==> config.mk <==
export PLATFORM = sky130hd
export DESIGN_NAME = ram_arbiter
export DESIGN_NICKNAME = d
export VERILOG_FILES = /design/src/rtl/ram_arbiter_pkg.sv /design/src/rtl/rr_pick2.sv /design/src/rtl/ram_arbiter.sv
export SDC_FILE = /design/constraint.sdc
export NUM_CORES = 1
export LEC_CHECK = 0
export BUFFER_PORTS_ARGS = -buffer_cell sky130_fd_sc_hd__clkbuf_2
export CORE_ASPECT_RATIO = 0.7
export CORE_MARGIN = 4
export CORE_UTILIZATION = 52
export CTS_BUF_LIST = sky130_fd_sc_hd__clkbuf_8
export CTS_CLUSTER_DIAMETER = 40
export CTS_CLUSTER_SIZE = 16
export DETAILED_ROUTE_END_ITERATION = 8
export GPL_TIMING_DRIVEN = 0
export PLACE_DENSITY = 0.9
export SETUP_SLACK_MARGIN = 0.02
export SLEW_MARGIN = 20
export SYNTH_ARGS = -nofsm -noshare
export SYNTH_HDL_FRONTEND = slang
export SYNTH_HIERARCHICAL = 1
export SYNTH_SLANG_ARGS = --single-unit
==> constraint.sdc <==
create_clock -name clk -period 2.38 [get_ports clk]
set_input_delay 0.238 -clock clk [delete_from_list [all_inputs] [get_ports clk]]
set_output_delay 0.238 -clock clk [all_outputs]
set_load 0.01 [all_outputs]
==> src/rtl/ram_arbiter_pkg.sv <==
// Shared types for the two-port data RAM arbiter.
// FSM states, port IDs and latency-counter width.
package ram_arbiter_pkg;

  typedef enum logic [1:0] {
    ARB_IDLE,
    ARB_ACCESS,
    ARB_WAIT,
    ARB_DONE
  } arb_state_t;

  localparam logic PORT_A = 1'b0;
  localparam logic PORT_B = 1'b1;

  localparam int CNT_W = 2;

endpackage

==> src/rtl/rr_pick2.sv <==
// Two-way request picker: round-robin on a tie, or
// fixed priority (A first) when prio is set.
module rr_pick2
  import ram_arbiter_pkg::*;
(
  input  logic [1:0] req,
  input  logic       last,
  input  logic       prio,
  output logic       gnt,
  output logic       id
);

  always_comb begin
    gnt = |req;
    id  = PORT_A;
    unique case (req)
      2'b11:   id = prio ? PORT_A : ~last;
      2'b10:   id = PORT_B;
      default: id = PORT_A;
    endcase
  end

endmodule

==> src/rtl/ram_arbiter.sv <==
// Serialises CPU (A) and loader/DMA (B) accesses onto the
// single-port data RAM with req/ack and read-latency tracking.
module ram_arbiter
  import ram_arbiter_pkg::*;
#(
  parameter int ADDR_W   = 10,
  parameter int DATA_W   = 32,
  parameter int RD_LAT   = 1,
  parameter int CPU_PRIO = 0
) (
  input  logic              clk,
  input  logic              rst,
  input  logic              a_req,
  input  logic              a_we,
  input  logic [ADDR_W-1:0] a_addr,
  input  logic [DATA_W-1:0] a_wdata,
  output logic              a_ack,
  output logic [DATA_W-1:0] a_rdata,
  input  logic              b_req,
  input  logic              b_we,
  input  logic [ADDR_W-1:0] b_addr,
  input  logic [DATA_W-1:0] b_wdata,
  output logic              b_ack,
  output logic [DATA_W-1:0] b_rdata,
  output logic [ADDR_W-1:0] ram_addr,
  output logic              ram_we,
  output logic [DATA_W-1:0] ram_din,
  input  logic [DATA_W-1:0] ram_dout,
  output logic              busy,
  output logic              owner
);

  localparam logic [CNT_W-1:0] LAST_CNT =
    (RD_LAT > 1) ? CNT_W'(RD_LAT - 2) : '0;

  arb_state_t       state, state_n;
  logic [CNT_W-1:0] cnt, cnt_n;
  logic             we_q;
  logic             gnt, win;
  logic             load, cap;

  rr_pick2 u_pick (
    .req  ({b_req, a_req}),
    .last (owner),
    .prio (CPU_PRIO != 0),
    .gnt  (gnt),
    .id   (win)
  );

  always_comb begin
    state_n = state;
    cnt_n   = cnt;
    load    = 1'b0;
    cap     = 1'b0;
    unique case (state)
      ARB_IDLE: begin
        if (gnt) begin
          load    = 1'b1;
          state_n = ARB_ACCESS;
        end
      end
      ARB_ACCESS: begin
        if (we_q || RD_LAT == 1) begin
          state_n = ARB_DONE;
          cap     = ~we_q;
        end else begin
          state_n = ARB_WAIT;
          cnt_n   = '0;
        end
      end
      ARB_WAIT: begin
        if (cnt == LAST_CNT) begin
          state_n = ARB_DONE;
          cap     = 1'b1;
        end else begin
          cnt_n = cnt + 1'b1;
        end
      end
      ARB_DONE: state_n = ARB_IDLE;
      default:  state_n = ARB_IDLE;
    endcase
  end

  // owner doubles as last_owner for the round-robin tie break
  always_ff @(posedge clk) begin
    if (!rst) begin
      state    <= ARB_IDLE;
      cnt      <= '0;
      we_q     <= 1'b0;
      owner    <= PORT_B;
      ram_we   <= 1'b0;
      ram_addr <= '0;
      ram_din  <= '0;
      a_rdata  <= '0;
      b_rdata  <= '0;
    end else begin
      state  <= state_n;
      cnt    <= cnt_n;
      ram_we <= 1'b0;
      if (load) begin
        owner    <= win;
        we_q     <= win ? b_we : a_we;
        ram_we   <= win ? b_we : a_we;
        ram_addr <= win ? b_addr : a_addr;
        ram_din  <= win ? b_wdata : a_wdata;
      end
      if (cap && owner == PORT_A) a_rdata <= ram_dout;
      if (cap && owner == PORT_B) b_rdata <= ram_dout;
    end
  end

  assign busy  = (state != ARB_IDLE);
  assign a_ack = (state == ARB_DONE) && (owner == PORT_A);
  assign b_ack = (state == ARB_DONE) && (owner == PORT_B);

endmodule

==> impl_metrics.py <==
metrics = {
    "grt": {
        "grt_antenna_before_repair": 0,
        "grt_max_degree": 17,
        "track_usage": 0.246,
        "grt_pass1_wl_um": 22300,
        "grt_pass1_vias": 4486,
        "grt-ovfl-total": 0,
    },
    "sta": {
        "fin_tns_setup_ps": 0,
        "maxSlewHeadroom": 0.611,
        "finalMaxSlewViolations": 0,
        "period_minus_slack_ps": 1730,
        "fin_crit_sh": 0.729,
        "rsz0062_at_grt": "no",
        "setup_viol": 0,
        "fmax_ghz": 0.577,
        "finalClockSkew_ps": 13.3,
        "finalHoldViolCount": 0,
        "worst_slew_pin_slew_ps": 584,
        "hold_slack_ps": 80.0,
    },
    "critical_path": {
        "path_delay_family": "flip-flops",
        "critPathCaptureType": "flop",
        "required_ps": 2720,
        "path_cells": "inv_1 > ha_1 > nand2_2 > a21oi_4 > buf_12 > mux2i_1",
        "crit-reg2reg-launch": "state[0]$_SDFFE_PN0P_",
        "path_class": "flop to flop",
        "crit_start": "state[0]$_SDFFE_PN0P_",
        "cp.arrival_ps": 2070,
        "cp_slowest_cell": "dfxtp_1",
        "worstPathMaxFanout": 10,
        "max_stage_delay_ps": 390,
        "critPathBufInv": 2,
        "cp-start-kind": "flop",
    },
    "clock_tree": {
        "clock_latency_ps": 410,
        "clk_pin_slew_ps": 70,
        "cts.sinks": 113,
        "root_buffer": "clkbuf_8",
        "cts_tree": "built",
        "ctsResizeCount": 0,
        "cts_setup_buffers": 0,
        "htree_levels": 4,
        "cts_made_buffers": 17,
        "cts_buffer_depth": 2,
        "cts_hold_buf": 0,
    },
    "logic_synthesis": {
        "synth_nets": 605,
        "seq_area_frac_synth": 0.458,
        "ys_types": 29,
        "yosysWarnings": 6,
        "ys_seq_elements": 113,
        "yosys-top-cells-area": "dfxtp_1 46%, mux2i_1 22%, a211oi_2 7.6%",
        "synth_top_area_cell": "dfxtp_1",
        "synth_top_area_share": 0.458,
        "synth_cells": 478,
        "syn_area_um2": 4940,
        "avgSynthCellArea_um2": 10.3,
    },
    "route": {
        "via_count": 4403,
        "finalWirelength_um": 14100,
        "firstDrtPassIters": 4,
        "drtIter0Drc": 183,
        "vias_per_cell": 5.09,
        "wl_per_cell_um": 16.3,
        "detail-route-antenna-nets": 0,
        "drcViolationCount": 0,
    },
    "floorplan": {
        "fp.dieH_um": 89.5,
        "die_width_um": 124,
        "dieArea_um2": 11100,
        "core_area_um2": 9140,
        "num_io_pins": 233,
        "rows": 29,
        "start_util": 0.540,
    },
    "power": {
        "p_int_mw": 3.38,
        "pwr-share-seq": 0.442,
        "irDropWorstVdd_uv": 410,
        "powerDensity_nw_per_um2": 757,
        "switchingPower_mw": 1.60,
        "swShare": 0.322,
        "p_comb_frac": 0.247,
        "p_leak_nw": 3.01,
        "power.clock.fraction": 0.312,
    },
    "min_path": {
        "hp-class": "input pin to flop",
        "min_from": "ram_dout[8]",
    },
    "run": {
        "max_cap_viol_count": 0,
    },
    "final_layout": {
        "stdcell_count": 865,
        "area_growth_pct": 33.5,
        "final_cell_mix": "231 x clkbuf_2, 113 x dfxtp_1, 109 x mux2i_1",
        "fillers": 726,
        "antenna_cells": 0,
        "nets": 855,
        "final_common_cell": "clkbuf_2",
        "drive_above_1_share": 0.441,
        "fin_area_um2": 6590,
    },
    "placed_design": {
        "globalplace.congestion": 0.886,
        "port_buffers": 231,
        "dp_hpwl_um": 11000,
        "postPlaceCellArea_um2": 6250,
        "place_inst": 833,
    },
    "run_status": {
        "status": "complete, no violations",
    },
}
## synthesized netlist by cell type, drive strengths merged
cell	count
o21ai	3
dfxtp	113
nand2	99
a21oi	4
and3	1
or2	1
clkbuf	8
nor2	45
buf	29
mux2i	109
or3	1
mux2	1
conb	1
and2	3
nor2b	2
inv	6
xnor2	1
a211oi	42
and2b	1
nand2b	2
or3b	1
ha	5
## layout make-up
type / instances / area [µm²] / share of cell area
well taps: 124 / 155 / 0.0235
repair buffers: 231 / 1160 / 0.175
clock buffers: 18 / 248 / 0.0376
clock inverters: 14 / 93.8 / 0.0142
inverters: 6 / 22.5 / 0.00342
multi-input cells: 322 / 2340 / 0.355
plain buffers: 37 / 314 / 0.0476
flip-flops and latches: 113 / 2260 / 0.343
## cell families after synthesis
kind of cell | count (synthesis) | share of synthesized area
AND/OR/NAND/NOR | 156 | 0.129
flip-flops | 113 | 0.458
multiplexers | 110 | 0.223
AO/OA/AOI/OAI | 49 | 0.106
buffers and inverters | 43 | 0.0682
adder cells (fa/ha/maj) | 5 | 0.0127
other | 1 | 0.000759
XOR/XNOR | 1 | 0.00177
## state kept, by name (all words and copies together) (netlist names)
register,flops
ram_we,1
a_rdata,32
ram_addr,10
owner,1
cnt,2
we_q,1
b_rdata,32
state,2
ram_din,32
## routing by layer
layer / global-route usage / wire (µm) / part of all wire
met5: 0 / 0 / 0
met4: 0.0726 / 202 / 0.014
met3: 0.101 / 1260 / 0.089
met2: 0.443 / 7060 / 0.50
met1: 0.273 / 5550 / 0.39
## final timing paths
path	slack [ps]	depth (start not counted)	to
min reg2reg	460	2	a_rdata[28]$_SDFFE_PN0P_
min	80	3	b_rdata[8]$_SDFFE_PN0P_
max	650	6	b_rdata[10]$_SDFFE_PN0P_
max reg2reg	650	6	b_rdata[10]$_SDFFE_PN0P_
## per-stage QoR
stage,power [mW],util,setup slack [ps]
final,4.99,0.721,646
after global routing,5.24,0.721,496
after CTS,5.02,0.721,638
after detailed placement,3.48,0.683,668
after global placement,3.42,0.683,756
after floorplan,3.01,-,879
## worst min-delay path, delay by kind of cell
family        cells  cell delay (ps)
simple gates      1               70
buf+inv           1               80
mux               1               60
## power groups by stage
stage	registers [mW]	logic [mW]	clock network, mW
finish	2.20	1.23	1.55
global placement	2.23	1.19	0
detailed placement	2.24	1.24	0
CTS	2.20	1.24	1.57
global route	2.22	1.34	1.68
floorplan	2.31	0.698	0
Note: power is estimated with default switching activity, not from simulation.
